$ cat config.mk
export PLATFORM = sky130hd
export DESIGN_NAME = contador_updown_n
export DESIGN_NICKNAME = d
export VERILOG_FILES = /design/src/rtl/contador_pkg.sv /design/src/rtl/contador_press_fsm.sv /design/src/rtl/contador_updown_n.sv
export SDC_FILE = /design/constraint.sdc
export NUM_CORES = 1
export LEC_CHECK = 0
export ABC_AREA = 1
export BUFFER_PORTS_ARGS = -buffer_cell sky130_fd_sc_hd__buf_2
export CORE_MARGIN = 2
export CORE_UTILIZATION = 35
export DETAILED_ROUTE_END_ITERATION = 10
export GPL_ROUTABILITY_DRIVEN = 0
export SYNTH_ARGS = -nofsm -noshare
export SYNTH_HDL_FRONTEND = slang
export SYNTH_SLANG_ARGS = --single-unit
$ cat constraint.sdc
create_clock -name clk -period 2.9 [get_ports clk]
set_input_delay 0.435 -clock clk [delete_from_list [all_inputs] [get_ports clk]]
set_output_delay 0.435 -clock clk [all_outputs]
set_load 0.02 [all_outputs]
$ cat src/rtl/contador_pkg.sv
// Shared constants for the up/down counter: press-FSM state encodings,
// step direction constants and a small elaboration-time helper.
// Configuration macro: CONTADOR_AUTOREPEAT_EN (consumed by contador_press_fsm).
package contador_pkg;

    localparam logic [1:0] ST_ARMED  = 2'd0;
    localparam logic [1:0] ST_HELD   = 2'd1;
    localparam logic [1:0] ST_REPEAT = 2'd2;

    typedef enum logic [1:0] {
        ARMED  = ST_ARMED,
        HELD   = ST_HELD,
        REPEAT = ST_REPEAT
    } state_t;

    localparam logic DIR_UP = 1'b0;
    localparam logic DIR_DN = 1'b1;

    // Larger of two unsigned values, used to size the hold/repeat timer.
    function automatic int unsigned max_u(input int unsigned a, input int unsigned b);
        return (a > b) ? a : b;
    endfunction

endpackage

$ cat src/rtl/contador_press_fsm.sv
// Turns up/down button levels into single-cycle step strobes.
// One step per press; with CONTADOR_AUTOREPEAT_EN defined, a held button
// repeats after HOLD_CYCLES and then every REPEAT_CYCLES.
// Ports:
//   clk, rst        clock, asynchronous active-high reset
//   up, down        button levels (synchronous to clk)
//   step_c          combinational one-cycle step strobe
//   step_dir_c      combinational step direction (DIR_UP / DIR_DN)
module contador_press_fsm
    import contador_pkg::*;
#(
    parameter int unsigned HOLD_CYCLES   = 50_000_000,
    parameter int unsigned REPEAT_CYCLES = 10_000_000
) (
    input  logic clk,
    input  logic rst,
    input  logic up,
    input  logic down,
    output logic step_c,
    output logic step_dir_c
);

    state_t state;
    state_t state_nxt;
    logic   dir_q;
    logic   dir_nxt;
    logic   req;
    logic   dir;
    logic   press;

`ifdef CONTADOR_AUTOREPEAT_EN
    localparam int unsigned TMR_W = $clog2(max_u(HOLD_CYCLES, REPEAT_CYCLES) + 1);
    logic [TMR_W-1:0] tmr;
    logic [TMR_W-1:0] tmr_nxt;
`endif

    // State, latched direction and timer registers.
    always_ff @(posedge clk or posedge rst) begin
        if (rst) begin
            state <= ARMED;
            dir_q <= DIR_UP;
`ifdef CONTADOR_AUTOREPEAT_EN
            tmr   <= '0;
`endif
        end else begin
            state <= state_nxt;
            dir_q <= dir_nxt;
`ifdef CONTADOR_AUTOREPEAT_EN
            tmr   <= tmr_nxt;
`endif
        end
    end

    assign req = up ^ down;
    assign dir = down;
    // A press is a request from ARMED, or a direction reversal while held.
    assign press = req && ((state == ARMED) || (dir != dir_q));

    // Next-state and step strobe.
    always_comb begin
        state_nxt  = state;
        dir_nxt    = dir_q;
        step_c     = 1'b0;
        step_dir_c = dir_q;
`ifdef CONTADOR_AUTOREPEAT_EN
        tmr_nxt    = tmr;
`endif
        if (!req) begin
            state_nxt = ARMED;
`ifdef CONTADOR_AUTOREPEAT_EN
            tmr_nxt   = '0;
`endif
        end else if (press) begin
            step_c     = 1'b1;
            step_dir_c = dir;
            dir_nxt    = dir;
            state_nxt  = HELD;
`ifdef CONTADOR_AUTOREPEAT_EN
            tmr_nxt    = '0;
`endif
        end else begin
`ifdef CONTADOR_AUTOREPEAT_EN
            // Timer value k-1 before edge k; step when the interval elapses.
            case (state)
                HELD: begin
                    if (tmr == TMR_W'(HOLD_CYCLES - 1)) begin
                        step_c    = 1'b1;
                        state_nxt = REPEAT;
                        tmr_nxt   = '0;
                    end else begin
                        tmr_nxt = tmr + TMR_W'(1);
                    end
                end
                REPEAT: begin
                    if (tmr == TMR_W'(REPEAT_CYCLES - 1)) begin
                        step_c  = 1'b1;
                        tmr_nxt = '0;
                    end else begin
                        tmr_nxt = tmr + TMR_W'(1);
                    end
                end
                default: begin
                    tmr_nxt = '0;
                end
            endcase
`endif
        end
    end

endmodule

$ cat src/rtl/contador_updown_n.sv
// Parametrised up/down counter with wrap/saturate range handling,
// clamped synchronous load and boundary flags.
// Optional hold-to-repeat enabled by macro CONTADOR_AUTOREPEAT_EN.
// Ports:
//   clk, rst     clock, asynchronous active-high reset
//   up, down     button levels
//   load         synchronous load strobe, load_val the value (clamped)
//   mode_sat     0 = wrap at range ends, 1 = saturate
//   curr_numero  registered count
//   wrap_pulse   registered one-cycle pulse on a wrapping step
//   at_min       curr_numero == MIN_VAL (decoded from register)
//   at_max       curr_numero == MAX_VAL (decoded from register)
module contador_updown_n
    import contador_pkg::*;
#(
    parameter int unsigned WIDTH         = 4,
    parameter int unsigned MIN_VAL       = 0,
    parameter int unsigned MAX_VAL       = (1 << WIDTH) - 1,
    parameter int unsigned HOLD_CYCLES   = 50_000_000,
    parameter int unsigned REPEAT_CYCLES = 10_000_000
) (
    input  logic             clk,
    input  logic             rst,
    input  logic             up,
    input  logic             down,
    input  logic             load,
    input  logic [WIDTH-1:0] load_val,
    input  logic             mode_sat,
    output logic [WIDTH-1:0] curr_numero,
    output logic             wrap_pulse,
    output logic             at_min,
    output logic             at_max
);

    localparam int unsigned XW = WIDTH + 1;
    localparam logic [WIDTH:0]   MIN_X = XW'(MIN_VAL);
    localparam logic [WIDTH:0]   MAX_X = XW'(MAX_VAL);
    localparam logic [WIDTH-1:0] MIN_W = WIDTH'(MIN_VAL);
    localparam logic [WIDTH-1:0] MAX_W = WIDTH'(MAX_VAL);

    logic             step_c;
    logic             step_dir_c;
    logic [WIDTH:0]   cur_x;
    logic [WIDTH:0]   inc_x;
    logic [WIDTH:0]   dec_x;
    logic [WIDTH:0]   lv_x;
    logic [WIDTH-1:0] nxt_numero;
    logic             nxt_wrap;

    contador_press_fsm #(
        .HOLD_CYCLES  (HOLD_CYCLES),
        .REPEAT_CYCLES(REPEAT_CYCLES)
    ) u_press (
        .clk       (clk),
        .rst       (rst),
        .up        (up),
        .down      (down),
        .step_c    (step_c),
        .step_dir_c(step_dir_c)
    );

    // Range arithmetic one bit wider so MAX_VAL = 2**WIDTH-1 cannot overflow.
    always_comb begin
        nxt_numero = curr_numero;
        nxt_wrap   = 1'b0;
        cur_x      = {1'b0, curr_numero};
        inc_x      = cur_x + XW'(1);
        dec_x      = cur_x - XW'(1);
        lv_x       = {1'b0, load_val};
        if (load) begin
            // Load wins over a same-cycle step; the FSM still advances.
            if (lv_x < MIN_X) begin
                nxt_numero = MIN_W;
            end else if (lv_x > MAX_X) begin
                nxt_numero = MAX_W;
            end else begin
                nxt_numero = load_val;
            end
        end else if (step_c) begin
            if (step_dir_c == DIR_UP) begin
                if (inc_x > MAX_X) begin
                    nxt_numero = mode_sat ? MAX_W : MIN_W;
                    nxt_wrap   = !mode_sat;
                end else begin
                    nxt_numero = inc_x[WIDTH-1:0];
                end
            end else begin
                // Borrow out of the top bit also means we left the range.
                if (dec_x[WIDTH] || (dec_x < MIN_X)) begin
                    nxt_numero = mode_sat ? MIN_W : MAX_W;
                    nxt_wrap   = !mode_sat;
                end else begin
                    nxt_numero = dec_x[WIDTH-1:0];
                end
            end
        end
    end

    // Count and wrap pulse registers.
    always_ff @(posedge clk or posedge rst) begin
        if (rst) begin
            curr_numero <= MIN_W;
            wrap_pulse  <= 1'b0;
        end else begin
            curr_numero <= nxt_numero;
            wrap_pulse  <= nxt_wrap;
        end
    end

    assign at_min = (curr_numero == MIN_W);
    assign at_max = (curr_numero == MAX_W);

endmodule

==> results.py <==
metrics = {
    "timing": {
        "fin_crit_sh_pct": 64.1,
        "finalClockSkew_ns": 0.00789,
        "tightest_slew_ns": 0.297,
        "period_needed_ns": 1.86,
        "setup_tns_ns": 0,
        "max_freq_ghz": 0.538,
        "setup_violations": 0,
        "maxSlewViolCount": 0,
        "fin_hold_ws_ns": 0.109,
        "hold_violations": 0,
        "max_slew_margin_pct": 80.2,
        "rsz0062_at_grt": "no",
    },
    "global_routing": {
        "track_usage_pct": 15.0,
        "grt_pass1_vias": 567,
        "overflow": 0,
        "grt_max_degree": 9,
        "antenna_found_initial": 0,
        "grt_first_pass_wirelength_microns": 2360,
    },
    "drt": {
        "route.detailed.drc": 0,
        "routed-via-count": 634,
        "vias_per_cell": 4.37,
        "postRouteAntennaNets": 0,
        "drtIter0Drc": 9,
        "routed_wl_microns": 1400,
        "first_pass_iters": 4,
        "wl_per_cell_microns": 9.66,
    },
    "synth": {
        "ys_seq_elements": 7,
        "synth_area_sq_um": 651,
        "synth_cell_types": 20,
        "synth_top_area_share_pct": 26.9,
        "synth_top_area_cell": "dfrtp_1",
        "synthTopCellsByArea": "dfrtp_1 27%, nand2_1 20%, ha_1 9.6%",
        "yosys_warnings": 0,
        "avgSynthCellArea_sq_um": 6.51,
        "syn-instance-count": 100,
        "seq_area_frac_synth_pct": 26.9,
        "postSynthNetCount": 115,
    },
    "finish": {
        "diodes": 0,
        "drive_gt1_share_pct": 23.3,
        "final_cell_count_no_fill": 145,
        "n_fill_cell": 188,
        "nets": 136,
        "fin_area_sq_um": 788,
        "syn_to_final_growth_pct": 21.2,
    },
    "place": {
        "place_area_sq_um": 762,
        "port_buffers": 16,
        "dp_hpwl_microns": 1160,
        "placed_cells": 141,
    },
    "worst_setup_path": {
        "rrSetupSlack_ns": 1.17,
        "rr_worst_depth": 12,
        "cp_max_fo": 7,
        "critPathRequiredTime_ns": 2.47,
        "r2r-start": "curr_numero[0]$_DFFE_PP0P_",
        "worstReg2RegEnd": "curr_numero[1]$_DFFE_PP0P_",
        "crit_type": "reg -> out",
        "endpoint_kind": "primary output",
        "start_kind": "flop",
        "cp.arrival_ns": 1.42,
    },
    "floorplan": {
        "start_util_pct": 37.3,
        "rows": 15,
        "die_w_microns": 47.1,
        "io_pins": 17,
        "die_area_sq_um": 2220,
        "die_height_microns": 47.1,
        "core_region_area_sq_um": 1750,
    },
    "clock_tree": {
        "clk_latency_ns": 0.25,
        "cts_buffers": 3,
        "tritoncts": "built",
        "cts_sinks": 7,
        "post_cts_buffers": 0,
        "htree_levels": 1,
        "clock_path_buffers": 2,
        "hold_buffers": 0,
        "cts_root_buf": "clkbuf_4",
        "cts.reportedPaths.clkPinSlew_ns": 0.06,
        "cts_resized": 0,
    },
    "pwr": {
        "leakage_uw": 0.000467,
        "p_total_uw": 469,
        "switching_power_uw": 214,
        "p_comb_share_pct": 50.9,
        "sw_frac_of_total_pct": 45.7,
        "p_per_area_nw_per_um2": 594,
        "clkPwrFrac_pct": 19.2,
        "irDropWorstVdd_mv": 0.274,
        "power_frac_seq_pct": 29.9,
        "p_int_uw": 254,
    },
    "min_path": {
        "hp-class": "in -> async",
    },
    "status": {
        "status": "finished clean",
    },
    "flow_run": {
        "drv_cap": 0,
    },
}
-- metrics by stage --
stage / setup WS (ns) / utilization, %
6_report: 1.04 / 45.2
5_1_grt: 0.878 / 45.2
4_1_cts: 1.04 / 45.2
3_5_place_dp: 1.17 / 43.7
3_3_place_gp: 1.19 / 43.7
2_1_floorplan: 1.12 / -
-- synthesized netlist by cell type --
| library cell | n |
|---|---|
| nand4_1 | 2 |
| o21ai_0 | 1 |
| nand2_2 | 2 |
| dfrtp_1 | 7 |
| nor2_1 | 11 |
| nand2_4 | 2 |
| inv_2 | 2 |
| or2_1 | 1 |
| nor3b_1 | 1 |
| inv_1 | 15 |
| ha_1 | 5 |
| nand3_1 | 8 |
| nand2_1 | 34 |
| nor2_2 | 1 |
| o21bai_4 | 1 |
| nor2_4 | 1 |
| a31oi_1 | 1 |
| a21oi_1 | 3 |
| o211ai_1 | 1 |
| xor2_1 | 1 |
-- how the worst max path moves through the flow --
stage / start / endpoint / cells past startpoint
after floorplan: curr_numero[0]$_DFFE_PP0P_ / at_min / 3
after global placement: curr_numero[0]$_DFFE_PP0P_ / curr_numero[1]$_DFFE_PP0P_ / 12
after detailed placement: curr_numero[0]$_DFFE_PP0P_ / curr_numero[3]$_DFFE_PP0P_ / 11
after CTS: curr_numero[0]$_DFFE_PP0P_ / at_min / 4
after global routing: curr_numero[0]$_DFFE_PP0P_ / at_min / 4
final: curr_numero[0]$_DFFE_PP0P_ / at_min / 4
-- metal layers --
layer / vias up / global-route usage [%] / share of wire, %
met1: 271 / 20.6 / 49
met2: 13 / 23.0 / 45
li1: 350 / - / -
met4: 0 / 1.67 / 0
met5: - / 0 / 0
met3: 0 / 6.15 / 5.9
-- layout make-up --
type	count	area, sq um	area share, %
Timing Repair Buffer	16	80.1	10.2
Multi-Input combinational cell	76	412	52.2
Sequential cell	7	175	22.2
Tap cell	25	31.3	3.97
Clock buffer	4	26.3	3.33
Inverter	17	63.8	8.10
-- power groups by stage --
stage	clock [uW]	sequential (uW)	combinational [uW]
after floorplan	0	154	165
final	89.9	140	238
after detailed placement	0	143	240
after global routing	96.9	145	273
after CTS	91.4	141	241
after global placement	0	142	239
-- cell families (layout without fill, tap and decap cells) --
| logic type | Yosys count | count (layout) | synth area share, % |
|---|---|---|---|
| AO/OA/AOI/OAI | 7 | 7 | 8.08 |
| XOR/XNOR | 1 | 1 | 1.35 |
| adder cells (fa/ha/maj) | 5 | 5 | 9.62 |
| buffers and inverters | 17 | 37 | 9.81 |
| flip-flops | 7 | 7 | 26.9 |
| AND/OR/NAND/NOR | 63 | 63 | 44.2 |
-- registers in the layout (all words and copies together) (netlist names) --
name           cells
curr_numero        4
u_press.dir_q      1
u_press.state      1
wrap_pulse         1
-- cells in the final DEF, fill, tap and decap left out, types with 2 or more instances in the layout --
| master | count |
|---|---|
| ha_1 | 5 |
| nand4_1 | 2 |
| a21oi_1 | 3 |
| nand2_4 | 2 |
| inv_2 | 2 |
| nor2_1 | 11 |
| dfrtp_1 | 7 |
| clkbuf_4 | 3 |
| nand3_1 | 8 |
| buf_2 | 16 |
| nand2_1 | 34 |
| nand2_2 | 2 |
| inv_1 | 15 |
-- worst max-delay path, stage by stage, from the launching register on --
cell and delay [ns]:
dfrtp_1 0.43, inv_1 0.21, ha_1 0.18, nor3b_1 0.16
buf_2 0.19
No activity file was read; power rests on OpenSTA's default activity.
